File: src/rtl/alu_result_stage_if.sv
// Handshake and data bus between the ALU generate stage, the result stage,
// and the writeback consumer.
interface alu_result_stage_if #(
  parameter int WIDTH = 128
);
  logic             in_valid;
  logic             in_ready;
  logic [WIDTH-1:0] s;
  logic [WIDTH-1:0] cout;
  logic [2:0]       opsel;
  logic             mode;
  logic             out_valid;
  logic             out_ready;
  logic [WIDTH-1:0] result;
  logic [3:0]       flags;

  modport master (
    output in_valid, s, cout, opsel, mode, out_ready,
    input  in_ready, out_valid, result, flags
  );

  modport slave (
    input  in_valid, s, cout, opsel, mode, out_ready,
    output in_ready, out_valid, result, flags
  );
endinterface

File: src/rtl/alu_result_stage.sv
// Registered ALU result stage: derives Z/N/C/V at capture, buffers results in a
// small circular FIFO toward writeback, and keeps a sticky overflow flag.
module alu_result_stage #(
  parameter int WIDTH = 128,
  parameter int DEPTH = 2
) (
  input  logic                     clk,
  input  logic                     rst,
  alu_result_stage_if.slave        bus,
  input  logic                     clr_sticky,
  output logic                     sticky_v,
  output logic [$clog2(DEPTH):0]   count
);

  localparam int PW = $clog2(DEPTH);
  localparam int CW = PW + 1;

  logic [WIDTH-1:0] data_q  [DEPTH];
  logic [WIDTH-1:0] data_d  [DEPTH];
  logic [3:0]       flag_q  [DEPTH];
  logic [3:0]       flag_d  [DEPTH];
  logic [PW-1:0]    wr_ptr_q, wr_ptr_d;
  logic [PW-1:0]    rd_ptr_q, rd_ptr_d;
  logic [CW-1:0]    count_q, count_d;
  logic             sticky_q, sticky_d;

  logic             in_ready_int;
  logic             out_valid_int;
  logic             push;
  logic             pop;
  logic             flag_z, flag_n, flag_c, flag_v;
  logic             unused_opsel;

  // opsel only qualifies the flags through mode; it carries no state here.
  assign unused_opsel = ^bus.opsel;

  assign in_ready_int  = (count_q < CW'(DEPTH));
  assign out_valid_int = (count_q != '0);
  assign push          = bus.in_valid & in_ready_int;
  assign pop           = out_valid_int & bus.out_ready;

  always_comb begin
    flag_z = (bus.s == '0);
    flag_n = bus.s[WIDTH-1];
    flag_c = 1'b0;
    flag_v = 1'b0;
    if (!bus.mode) begin
      flag_c = bus.cout[WIDTH-1];
      flag_v = bus.cout[WIDTH-1] ^ bus.cout[WIDTH-2];
    end
  end

  always_comb begin
    data_d   = data_q;
    flag_d   = flag_q;
    wr_ptr_d = wr_ptr_q;
    rd_ptr_d = rd_ptr_q;
    count_d  = count_q;
    sticky_d = sticky_q;

    if (push) begin
      data_d[wr_ptr_q] = bus.s;
      flag_d[wr_ptr_q] = {flag_z, flag_n, flag_c, flag_v};
      wr_ptr_d         = wr_ptr_q + 1'b1;
    end
    if (pop) begin
      rd_ptr_d = rd_ptr_q + 1'b1;
    end

    case ({push, pop})
      2'b10:   count_d = count_q + 1'b1;
      2'b01:   count_d = count_q - 1'b1;
      default: count_d = count_q;
    endcase

    // Set has priority over clear so a same-cycle overflow is never lost.
    if (clr_sticky) begin
      sticky_d = 1'b0;
    end
    if (push && flag_v) begin
      sticky_d = 1'b1;
    end
  end

  always_ff @(posedge clk) begin
    if (rst) begin
      for (int i = 0; i < DEPTH; i++) begin
        data_q[i] <= '0;
        flag_q[i] <= '0;
      end
      wr_ptr_q <= '0;
      rd_ptr_q <= '0;
      count_q  <= '0;
      sticky_q <= 1'b0;
    end else begin
      data_q   <= data_d;
      flag_q   <= flag_d;
      wr_ptr_q <= wr_ptr_d;
      rd_ptr_q <= rd_ptr_d;
      count_q  <= count_d;
      sticky_q <= sticky_d;
    end
  end

  assign bus.in_ready  = in_ready_int;
  assign bus.out_valid = out_valid_int;
  assign bus.result    = data_q[rd_ptr_q];
  assign bus.flags     = flag_q[rd_ptr_q];
  assign sticky_v      = sticky_q;
  assign count         = count_q;

endmodule
File: src/flat_wrapper.sv
// flat-port wrapper written by rule: the top's interface ports become plain ports
module alu_result_stage_flat 
#(
  parameter int WIDTH = 128,
  parameter int DEPTH = 2
)
  (clk, rst, clr_sticky, sticky_v, count, bus_in_valid, bus_s, bus_cout, bus_opsel, bus_mode, bus_out_ready, bus_in_ready, bus_out_valid, bus_result, bus_flags);
  alu_result_stage_if #(.WIDTH(WIDTH)) bus_i ();
  input  logic clk;
  input  logic rst;
  input  logic clr_sticky;
  output logic sticky_v;
  output logic [$clog2(DEPTH):0] count;
  input wire logic [$bits(bus_i.in_valid)-1:0] bus_in_valid;
  input wire logic [$bits(bus_i.s)-1:0] bus_s;
  input wire logic [$bits(bus_i.cout)-1:0] bus_cout;
  input wire logic [$bits(bus_i.opsel)-1:0] bus_opsel;
  input wire logic [$bits(bus_i.mode)-1:0] bus_mode;
  input wire logic [$bits(bus_i.out_ready)-1:0] bus_out_ready;
  output wire logic [$bits(bus_i.in_ready)-1:0] bus_in_ready;
  output wire logic [$bits(bus_i.out_valid)-1:0] bus_out_valid;
  output wire logic [$bits(bus_i.result)-1:0] bus_result;
  output wire logic [$bits(bus_i.flags)-1:0] bus_flags;
  assign bus_i.in_valid = bus_in_valid;
  assign bus_i.s = bus_s;
  assign bus_i.cout = bus_cout;
  assign bus_i.opsel = bus_opsel;
  assign bus_i.mode = bus_mode;
  assign bus_i.out_ready = bus_out_ready;
  assign bus_in_ready = bus_i.in_ready;
  assign bus_out_valid = bus_i.out_valid;
  assign bus_result = bus_i.result;
  assign bus_flags = bus_i.flags;
  alu_result_stage #(.WIDTH(WIDTH), .DEPTH(DEPTH)) u_core (.clk(clk), .rst(rst), .bus(bus_i), .clr_sticky(clr_sticky), .sticky_v(sticky_v), .count(count));
endmodule
File: config.mk
export PLATFORM = sky130hd
export DESIGN_NAME = alu_result_stage_flat
export DESIGN_NICKNAME = d
export VERILOG_FILES = /design/src/rtl/alu_result_stage_if.sv /design/src/rtl/alu_result_stage.sv /design/src/flat_wrapper.sv
export SDC_FILE = /design/constraint.sdc
export NUM_CORES = 1
export LEC_CHECK = 0
export ABC_AREA = 1
export ABC_CLOCK_PERIOD_IN_PS = 2800
export CAP_MARGIN = 20
export CORE_ASPECT_RATIO = 0.7
export CORE_MARGIN = 5
export CORE_UTILIZATION = 49
export CTS_BUF_LIST = sky130_fd_sc_hd__clkbuf_4 sky130_fd_sc_hd__clkbuf_8
export CTS_CLUSTER_SIZE = 8
export DETAILED_ROUTE_END_ITERATION = 10
export PLACE_DENSITY = 0.88
export SLEW_MARGIN = 20
export SYNTH_ARGS = -nofsm -noshare
export SYNTH_HDL_FRONTEND = slang
export SYNTH_SLANG_ARGS = --single-unit
File: constraint.sdc
create_clock -name clk -period 2.8 [get_ports clk]
set_input_delay 0.84 -clock clk [delete_from_list [all_inputs] [get_ports clk]]
set_output_delay 0.84 -clock clk [all_outputs]
set_load 0.005 [all_outputs]
Yosys cells after proc, flatten, opt, wreduce, memory -nomap -nowiden
Cells that the tools add are included.
W data, S select, Z words.
{"block": "totals", "out_inout_bits": 137, "reg_bits": 269}
{"block": "classes", "order_cmp": 4, "eq_ne": 2, "n_reduce_logical": 6, "muxes": 17, "n_addsub": 4, "bitwise_logic": 5}
{"op": "$mux W128", "count": 4}
{"op": "$bwmux W256", "count": 1}
{"op": "$demux W128 S1", "count": 1}
{"op": "$logic_not A128 Y1", "count": 1}
{"op": "$mux W4", "count": 4}
{"op": "$bwmux W8", "count": 1}
{"op": "$reduce_bool A2 Y1", "count": 3}
{"op": "$demux W4 S1", "count": 1}
{"op": "$ge A2 B2 Y1 const B", "count": 2}
{"op": "$mux W1", "count": 4}
{"op": "$not A1 Y2", "count": 2}
{"op": "$pmux W2 S2", "count": 1}
{"op": "$add A1 B1 Y1 const B", "count": 2}
{"op": "$add A2 B1 Y2 const B", "count": 1}
{"op": "$and A1 B1 Y1", "count": 2}
{"op": "$eq A2 B1 Y1 const B", "count": 1}
{"op": "$eq A2 B2 Y1 const B", "count": 1}
{"op": "$logic_and A1 B1 Y1", "count": 2}
{"op": "$lt A2 B1 Y1 const B", "count": 1}
{"op": "$lt A2 B2 Y1 const B", "count": 1}
{"op": "$sub A2 B1 Y2 const B", "count": 1}
{"op": "$xor A1 B1 Y1", "count": 1}

Depth between registers and ports, before layout
Gate-level depths: netlist of run 1.
{"block": "depth", "ltp_word": 6, "mapped_depth": 10, "depth_no_buf": 9}

Least setup slack after synthesis of run 1
OpenSTA, ideal clock, no wires.
{"block": "synth_timing", "path_kind": "register to output", "from": "reg u_core.rd_ptr_q", "to": "out bus_result[127]", "path_buffers": 4, "stages_incl_launch_ff": 7, "t_arrival_ps": 1179, "slack_ps": 781, "required_time_ps": 1960, "cell_sequence": "dfxtp_1 -> buf_2 -> buf_4 -> clkbuf_1 -> nand2_1 -> o21ai_0 -> buf_4"}
{"block": "synth_between", "elab_chain_len": 4}
{"item": "start: declaration", "line_no": "alu_result_stage.sv:23", "text": "logic [PW-1:0] rd_ptr_q, rd_ptr_d;"}
{"item": "start signal: assignment", "line_no": "alu_result_stage.sv:99", "text": "rd_ptr_q <= rd_ptr_d;"}
{"item": "$not A1 Y2 (not written as such)", "line_no": "alu_result_stage.sv:107", "text": "assign bus.result = data_q[rd_ptr_q];"}
{"item": "$mux W128 (not written as such) (3 in a row)", "line_no": "alu_result_stage.sv:107"}
{"item": "end: declaration", "line_no": "flat_wrapper.sv:22", "text": "output wire logic [$bits(bus_i.result)-1:0] bus_result;"}
No other way between the ends. The select of a mux whose other input is x is not followed.

Final worst setup path of run 1
{"block": "layout_timing", "from": "reg u_core.rd_ptr_q", "to": "out bus_result[111]"}
The elaborated chain is that of the path after synthesis.

==> metrics.txt, run 1 <==
status finished with violations; failing checks negative setup slack; Mapped Cells 1,341; First DRT Iteration DRCs 662; EDFF count, synth 0; CTS max path bufs 3; commonest non-fill, non-tap cell in the layout dfxtp_1; Die H 133.7 um; Register Area 0.005349 mm^2; Final Max Slew Viols 0; Seq cells post-synth 267; f_max 350.2 MHz; Detail Route Antenna Nets 0; Slowest-stage cell, CP clkdlybuf4s50_1; die area 0.02497 mm^2; crit start category flip-flop; drt pass-1 iters 5; Avg Inst Size Synth 7.989 um^2; Hold Path Depth 2; Worst Hold Class reg -> reg; clock tree root driver cell clkbuf_8; first-pass GRT wire length 50,340 um; Hold WS 0.4442 ns; Worst Setup Slack, final -0.05585 ns; Static Leak 6.766 nW; normalized max-slew margin 0.5784; synthesis-to-layout area growth 37.16%; Core Area 0.02162 mm^2; total global routing overflow 0; crit end category output port; slowest cell delay on critical path 0.56 ns; layout cell share with drive strength beyond 1 0.07098; worst-path maximum fanout 17; commonest non-fill, non-tap cells in the layout dfxtp_1 (266), o21ai_0 (218), nand2_1 (189), clkdlybuf4s50_1 (152), inv_1 (151); number of setup violations in the final report 3; CTS tree yes; final hold violation count 0; Worst path depth 5; Final Power 10.63 mW; syn_nets 1,607; Filler Cells Inserted 1,680; Sink Count 267; Primary FF master, synth dfxtp_1; CTS Buf Count 42; # diodes 0; CP top delay family buffers and inverters; CP arrival 2.02 ns; Die X 186.7 um; Final nets 1,854; Worst Tran Pin Value 0.6276 ns; clock skew 0.01823 ns; synthesized cell area 0.01071 mm^2; Max VDD drop 491.8 uV; DR vias/cell 5.388; Worst Setup Path Type reg -> out; Clock Latency Late Sink 0.53 ns; multi-input logic area 0.004254 mm^2; Worst Path Required 1.96 ns; H-tree depth 2; Starting Density 0.4955; critical-path cell list buf_8 -> buf_6 -> nand2_1 -> o21ai_0 -> clkdlybuf4s50_1; vias 10,172; fin crit share 1.020; RSZ-0062 raised after global routing true; Tmin final 2.856 ns; gr usage total 0.2410; DRC viols 0; row cnt 45; pwr/cell area 723.5 mW/mm^2; Netlist cell types 24; Synth async-reset ratio 0; routed length per instance 17.01 um; Total Wirelength 32,110 um; Reg clk slew, reported paths 0.06 ns; Final HPWL DP 20,780 um; YS warnings 0; IO Port Bufs 272; vias in the first global route 9,685; Buf+Inv Stages, Crit Path 3; total of max-cap violations 0; # IOs 402; hold_buf cts 0; R2R cell count 9; sequential area share after synthesis 0.4989; largest net degree at the start of global routing 106; RD Place Congestion 0.8312; initial antenna violation count 2
worst paths after layout:
path / start / end / slack [ns]
setup reg to reg: u_core.count[1]$_SDFFE_PP0P_ / u_core.count[1]$_SDFFE_PP0P_ / 1.20
setup / recovery: u_core.rd_ptr_q$_SDFFE_PP0P_ / bus_result[111] / -0.06
hold reg to reg: u_core.data_q[221]$_SDFFE_PP0P_ / u_core.data_q[221]$_SDFFE_PP0P_ / 0.44
hold / removal: u_core.data_q[221]$_SDFFE_PP0P_ / u_core.data_q[221]$_SDFFE_PP0P_ / 0.44
flip-flops by register name, indices dropped and copies added, names as in the netlist:
name             cells
u_core.flag_q        8
u_core.wr_ptr_q      1
u_core.rd_ptr_q      1
u_core.data_q      254
u_core.sticky_v      1
u_core.count         2
cells by family (layout without fill, tap and decap cells):
group	after synthesis	in the layout	share of synthesized area
AOI/OAI and AO/OA	531	531	0.2885
buffers and inverters	257	522	0.1071
and+or+nand+nor	285	285	0.1043
adders and majority gates	1	1	0.001168
DFF	267	267	0.4989
worst register-to-register path, stage by stage (launching register included):
cell,delay (ns)
dfxtp_1,0.32
inv_2,0.12
nand2_1,0.11
nand2_1,0.12
inv_1,0.06
ha_1,0.32
a21oi_1,0.12
o21ai_0,0.11
o21ai_0,0.16
a21oi_1,0.05
routing by layer:
| metal | vias up | track usage | share of wire |
|---|---|---|---|
| met5 | - | 0 | 0.00078 |
| met4 | 4 | 0.06897 | 0.024 |
| met3 | 68 | 0.08879 | 0.098 |
| met2 | 424 | 0.3793 | 0.45 |
| met1 | 4712 | 0.3137 | 0.43 |
| li1 | 4964 | - | - |
power by group:
| part | switching [mW] | total (mW) | internal (mW) | leakage (nW) |
|---|---|---|---|---|
| clock | 1.46 | 3.21 | 1.75 | 0.415 |
| sequential | 0.195 | 4.49 | 4.29 | 2.19 |
| combinational | 1.55 | 2.94 | 1.39 | 4.16 |
Yosys cell counts (4+ instances only):
cell type	n	area [um^2]
dfxtp_1	267	5345
o21ai_0	252	1261
nand2_1	189	709.4
inv_1	151	566.8
a21oi_1	136	680.7
a22o_1	115	1007
nor2_1	82	307.8
clkbuf_1	42	157.7
buf_2	36	180.2
o21ai_1	27	135.1
buf_6	16	180.2
nand3_1	8	40.04
inv_2	6	22.52
buf_4	4	30.03
through the flow:
step | worst slack (ns) | cells | TNS (ns) | instance area [um^2] | utilization
after global routing | -0.1693 | 1888 | -0.7821 | 14690 | 0.6796
after CTS | -0.08981 | 1882 | -1.728 | 14400 | 0.6661
after detailed placement | 0.3442 | 1817 | 0 | 13580 | 0.6281
final | -0.05585 | 1888 | -0.1037 | 14690 | 0.6796
after floorplan | 0.7813 | 1341 | 0 | 10710 | -
after global placement | 0.3825 | 1817 | 0 | 13580 | 0.6281
area by class of cell:
| class | count | area share |
|---|---|---|
| well taps | 282 | 0.02401 |
| clock buffers | 60 | 0.05279 |
| flip-flops and latches | 267 | 0.3640 |
| clock inverters | 2 | 0.0008515 |
| repair buffers | 302 | 0.2279 |
| multi-input cells | 817 | 0.2895 |
| inverters | 158 | 0.04096 |
repair_timing:
action	4_1_cts	5_1_grt
gates resized for setup	84	91
gates cloned	2	2
buffers inserted	1	4
setup endpoints to repair	79	71
(Power assumes the default switching activity.)
==> run 2, diff against run 1 <==
TNS_END_PERCENT = 30   (was default)
==> run 2 against run 1 <==
Routed wire length decreased by 0.83%. Core utilization decreased by 0.53 points. Sequential share of layout area increased by 0.29 points. The run still ends with negative setup slack left. Critical endpoint is now bus_result[114]. Maximum frequency increased by 0.46%. Flip-flop and latch count unchanged. Highest routed layer unchanged. Clock skew increased by 0.0028 ns. Clock-buffer cell count unchanged.
==> metrics.txt, run 2 (synthesis gave the netlist of run 1 again) <==
status finished with violations; failing checks negative setup slack; IO Port Bufs 272; Clock Latency Late Sink 0.53 ns; vias 10,154; commonest non-fill, non-tap cells in the layout dfxtp_1 (266), o21ai_0 (221), nand2_1 (189), clkdlybuf4s50_1 (183), inv_1 (151); Post-Layout Cell Count 1,885; Final HPWL DP 20,780 um; f_max 351.8 MHz; # IOs 402; Final Core Density 0.6743; hold path endpoint u_core.data_q[221]$_SDFFE_PP0P_; Worst Tran Pin Value 0.5985 ns; commonest non-fill, non-tap cell in the layout dfxtp_1; worst r2r src u_core.count[1]$_SDFFE_PP0P_; clock share of power 0.301; Worst Path Required 1.96 ns; routed length per instance 16.89 um; sw power 3.183 mW; gr usage total 0.2409; RSZ-0062 raised after global routing true; Worst Setup Slack, final -0.04271 ns; initial antenna violation count 2; clock tree root driver cell clkbuf_8; RD Place Congestion 0.8312; synthesis-to-layout area growth 36.09%; largest register by flop count u_core.data_q; Tmin final 2.843 ns; Detail Route Antenna Nets 0; slowest cell delay on critical path 0.56 ns; Sink Count 267; CTS Buf Count 42; Starting Density 0.4955; Static Leak 6.261 nW; internal cell power 7.438 mW; sw frac 0.2997; max reg flops 254; Final nets 1,851; crit-path most repeated cell buf_6; Worst Setup Path Type reg -> out; first-pass GRT wire length 50,310 um; Core Area 0.02162 mm^2; layout cell share with drive strength beyond 1 0.06862; total global routing overflow 0; largest net degree at the start of global routing 106; CTS max path bufs 3; Hold Path Depth 2; crit start category flip-flop; RR Endpoint u_core.count[1]$_SDFFE_PP0P_; DR vias/cell 5.387; clock skew 0.02098 ns; normalized max-slew margin 0.5979; First DRT Iteration DRCs 693; Final Power 10.62 mW; H-tree depth 2; Slowest-stage cell, CP clkdlybuf4s50_1; Reg clk slew, reported paths 0.06 ns; Worst Hold Class reg -> reg; vias in the first global route 9,682; CP arrival 2.00 ns; Die X 186.7 um; R2R cell count 9; CTS tree yes; row cnt 45; crit end category output port; DRC viols 0; total of max-cap violations 0; drt pass-1 iters 5; worst-path maximum fanout 17; critical-path cell list buf_6 -> buf_6 -> nand2_1 -> o21ai_0 -> clkdlybuf4s50_1; share of power burned in registers 0.422; combinational share of power 0.276; Final Max Slew Viols 0; final hold violation count 0; placed instance count 1,817; die area 0.02497 mm^2; Die H 133.7 um; fin crit share 1.015; number of setup violations in the final report 5; Total Wirelength 31,840 um; # diodes 0; Max VDD drop 492.0 uV; reg-to-reg slack, setup 1.21 ns; Hold Path Origin u_core.data_q[221]$_SDFFE_PP0P_; pwr/cell area 728.5 mW/mm^2
run 2: cell count changes in the layout (fill, tap and decap cells not counted), sizes merged:
cell and delta:
buf -3, clkdlybuf4s50 +31, dlymetal6s2s -31
run 2: what timing repair did:
action	4_1_cts	5_1_grt
hold buffers	0	0
gates resized for setup	83	55
setup buffers	1	1
setup endpoints to repair	79	71
cloned	2	2
endpoints found under the hold margin	0	0
run 2: per-layer routing:
layer,GRT usage,part of all wire,up-vias
met1,0.3135,0.43,4711
met5,0,0.00079,-
li1,-,-,4961
met2,0.3791,0.45,416
met4,0.06897,0.022,4
met3,0.08853,0.098,62
run 2: layout make-up:
type / count / area [um^2]
Inverter: 158 / 601.8
Fill cell: 1689 / 7042
Multi-Input combinational cell: 817 / 4250
Tap cell: 282 / 352.8
Clock inverter: 2 / 12.51
Sequential cell: 267 / 5349
Timing Repair Buffer: 299 / 3237
Clock buffer: 60 / 775.7
run 2: power by group through the flow:
stage / sequential (mW) / combinational, mW / clock [mW]
3_5_place_dp: 4.55 / 2.88 / 0
2_1_floorplan: 4.50 / 1.42 / 0
4_1_cts: 4.48 / 2.89 / 3.26
3_3_place_gp: 4.53 / 2.82 / 0
6_report: 4.49 / 2.93 / 3.20
5_1_grt: 4.53 / 3.21 / 3.42
run 2: per-stage QoR:
step | hold WS, ns | worst slack [ns] | TNS [ns] | instance area [um^2]
final | 0.4464 | -0.04271 | -0.1365 | 14580
after global routing | 0.4610 | -0.1719 | -3.183 | 14580
after CTS | 0.4465 | -0.08981 | -1.728 | 14400
after detailed placement | 0.4372 | 0.3442 | 0 | 13580
after global placement | 0.4312 | 0.3825 | 0 | 13580
after floorplan | 0.4238 | 0.7813 | 0 | 10710
run 2: worst max-delay path by stage:
stage / start / to / slack [ns] / cells past startpoint
floorplan: u_core.rd_ptr_q$_SDFFE_PP0P_ / bus_result[127] / 0.78 / 6
global placement: rst / u_core.data_q[123]$_SDFFE_PP0P_ / 0.38 / 6
detailed placement: bus_in_valid / u_core.data_q[47]$_SDFFE_PP0P_ / 0.34 / 7
CTS: u_core.rd_ptr_q$_SDFFE_PP0P_ / bus_result[111] / -0.09 / 5
global route: u_core.rd_ptr_q$_SDFFE_PP0P_ / bus_result[115] / -0.17 / 5
finish: u_core.rd_ptr_q$_SDFFE_PP0P_ / bus_result[114] / -0.04 / 5
run 2: critical path, delay by kind of cell, from the launching register on:
family,cells,cell delay (ns)
AOI/OAI and AO/OA,1,0.07
buffers and inverters,3,0.93
DFF,1,0.42
and+or+nand+nor,1,0.05
==> run 3, diff against run 2 <==
CORE_MARGIN = default   (was 5)
==> run 3 against run 2 <==
The run still ends with negative setup slack left. Total power down 2.1%. Cell area down 0.53%. Flip-flop and latch count unchanged. Via count up 0.19%. Critical endpoint is now bus_result[108]. Sequential share of layout area up 0.20 points. Highest routed layer is now met4.
==> metrics.txt, run 3 (synthesis gave the netlist of run 1 again) <==
status finished with violations; failing checks negative setup slack; Worst Setup Path Type reg -> out; Hold Path Origin u_core.data_q[178]$_SDFFE_PP0P_; Starting Density 0.5081; vias in the first global route 9,909; max reg flops 254; layout cell share with drive strength beyond 1 0.06425; Worst Setup Slack, final -0.007739 ns; Total Wirelength 30,660 um; hold_buf cts 0; crit end category output port; worst-path maximum fanout 24; drt pass-1 iters 6; vias 10,173; Clock Latency Late Sink 0.53 ns; fin crit share 1.003; Final Power 10.40 mW; Die H 125.7 um; R2R cell count 8; Setup TNS -0.01133 ns; Max VDD drop 356.5 uV; # IOs 402; first-pass GRT wire length 48,760 um; total of max-cap violations 0; # diodes 0; total global routing overflow 0; number of setup violations in the final report 2; f_max 356.2 MHz; row cnt 44; commonest non-fill, non-tap cell in the layout dfxtp_1; clock tree root driver cell clkbuf_8; DR vias/cell 5.414; RR Endpoint u_core.data_q[34]$_SDFFE_PP0P_; Reg clk slew, reported paths 0.06 ns; Tmin final 2.808 ns; final hold violation count 0; Worst Path Required 1.96 ns; worst r2r src u_core.count[1]$_SDFFE_PP0P_; Hold WS 0.4457 ns; Final Max Slew Viols 0; Core Area 0.02109 mm^2; Sink Count 267; RSZ-0062 raised after global routing true; Detail Route Antenna Nets 0; Final Core Density 0.6878; routed length per instance 16.32 um; CTS max path bufs 3; largest net degree at the start of global routing 135; die area 0.02247 mm^2; reg-to-reg slack, setup 1.25 ns; clock skew 0.01299 ns; Final nets 1,852; largest register by flop count u_core.data_q; H-tree depth 2; Worst Hold Class reg -> reg; Worst Tran Pin Value 0.5895 ns; commonest non-fill, non-tap cells in the layout dfxtp_1 (266), o21ai_0 (223), nand2_1 (189), clkdlybuf4s50_1 (169), inv_1 (151); normalized max-slew margin 0.6070; First DRT Iteration DRCs 779; CP arrival 1.97 ns; CTS Buf Count 41; final instance area 0.01450 mm^2; Hold Path Depth 2; RD Place Congestion 0.8257; initial antenna violation count 1; hold path endpoint u_core.data_q[178]$_SDFFE_PP0P_; Final HPWL DP 20,230 um; Die X 178.7 um; Placed Area 0.01360 mm^2; DRC viols 0; Static Leak 6.383 nW; CTS tree yes; IO Port Bufs 272; pwr/cell area 716.8 mW/mm^2; crit start category flip-flop; gr usage total 0.2688; synthesis-to-layout area growth 35.37%
run 3: cell types whose count changed in the layout (fill, tap and decap cells not counted), moves of 4 or more:
cell,previous run,this run
clkbuf_4,8,13
clkbuf_8,52,45
dlygate4sd2_1,57,61
clkdlybuf4s50_1,183,169
o21ai_1,50,55
buf_12,14,19
o21ai_2,8,1
dlymetal6s2s_1,32,42
run 3: final cells by class:
cell class / instances / area [um^2]
Fill cell: 1667 / 6584
Tap cell: 276 / 345.3
Clock buffer: 58 / 716.9
Clock inverter: 2 / 15.01
Sequential cell: 267 / 5349
Multi-Input combinational cell: 817 / 4224
Timing Repair Buffer: 301 / 3249
Inverter: 158 / 601.8
run 3: worst max path at each step:
stage / start / to / slack [ns] / depth (start not counted)
after floorplan: u_core.rd_ptr_q$_SDFFE_PP0P_ / bus_result[127] / 0.78 / 6
after global placement: u_core.rd_ptr_q$_SDFFE_PP0P_ / bus_result[108] / 0.30 / 4
after detailed placement: u_core.rd_ptr_q$_SDFFE_PP0P_ / bus_result[77] / 0.25 / 4
after CTS: u_core.rd_ptr_q$_SDFFE_PP0P_ / bus_result[70] / -0.06 / 5
after global routing: u_core.rd_ptr_q$_SDFFE_PP0P_ / bus_result[113] / -0.12 / 5
final: u_core.rd_ptr_q$_SDFFE_PP0P_ / bus_result[108] / -0.008 / 5
run 3: report_power, final:
part,switching (mW),internal (mW)
logic,1.52,1.36
registers,0.198,4.29
clock network,1.41,1.62
total,3.12,7.27
run 3: per-stage QoR:
stage                     instances  setup WS [ns]
after floorplan                1341         0.7813
after global placement         1813         0.3007
after detailed placement       1813         0.2525
after CTS                      1878       -0.06057
after global routing           1879        -0.1226
final                          1879      -0.007739
run 3: what timing repair did:
action / 4_1_cts / 5_1_grt
resized for setup: 99 / 50
cloned: 0 / 0
endpoints found under the setup margin: 125 / 59
setup buffers: 5 / 1
run 3: worst max-delay path: stages, from the launching register on:
cell and delay [ns]:
dfxtp_4 0.44, buf_6 0.18, buf_12 0.16, nand2_1 0.05, o21ai_1 0.09, clkdlybuf4s50_1 0.52
run 3: routing by layer:
layer | share of wire | global-route usage
met5 | 0 | 0
met4 | 0.031 | 0.1037
met3 | 0.098 | 0.08847
met2 | 0.45 | 0.4400
met1 | 0.42 | 0.3260
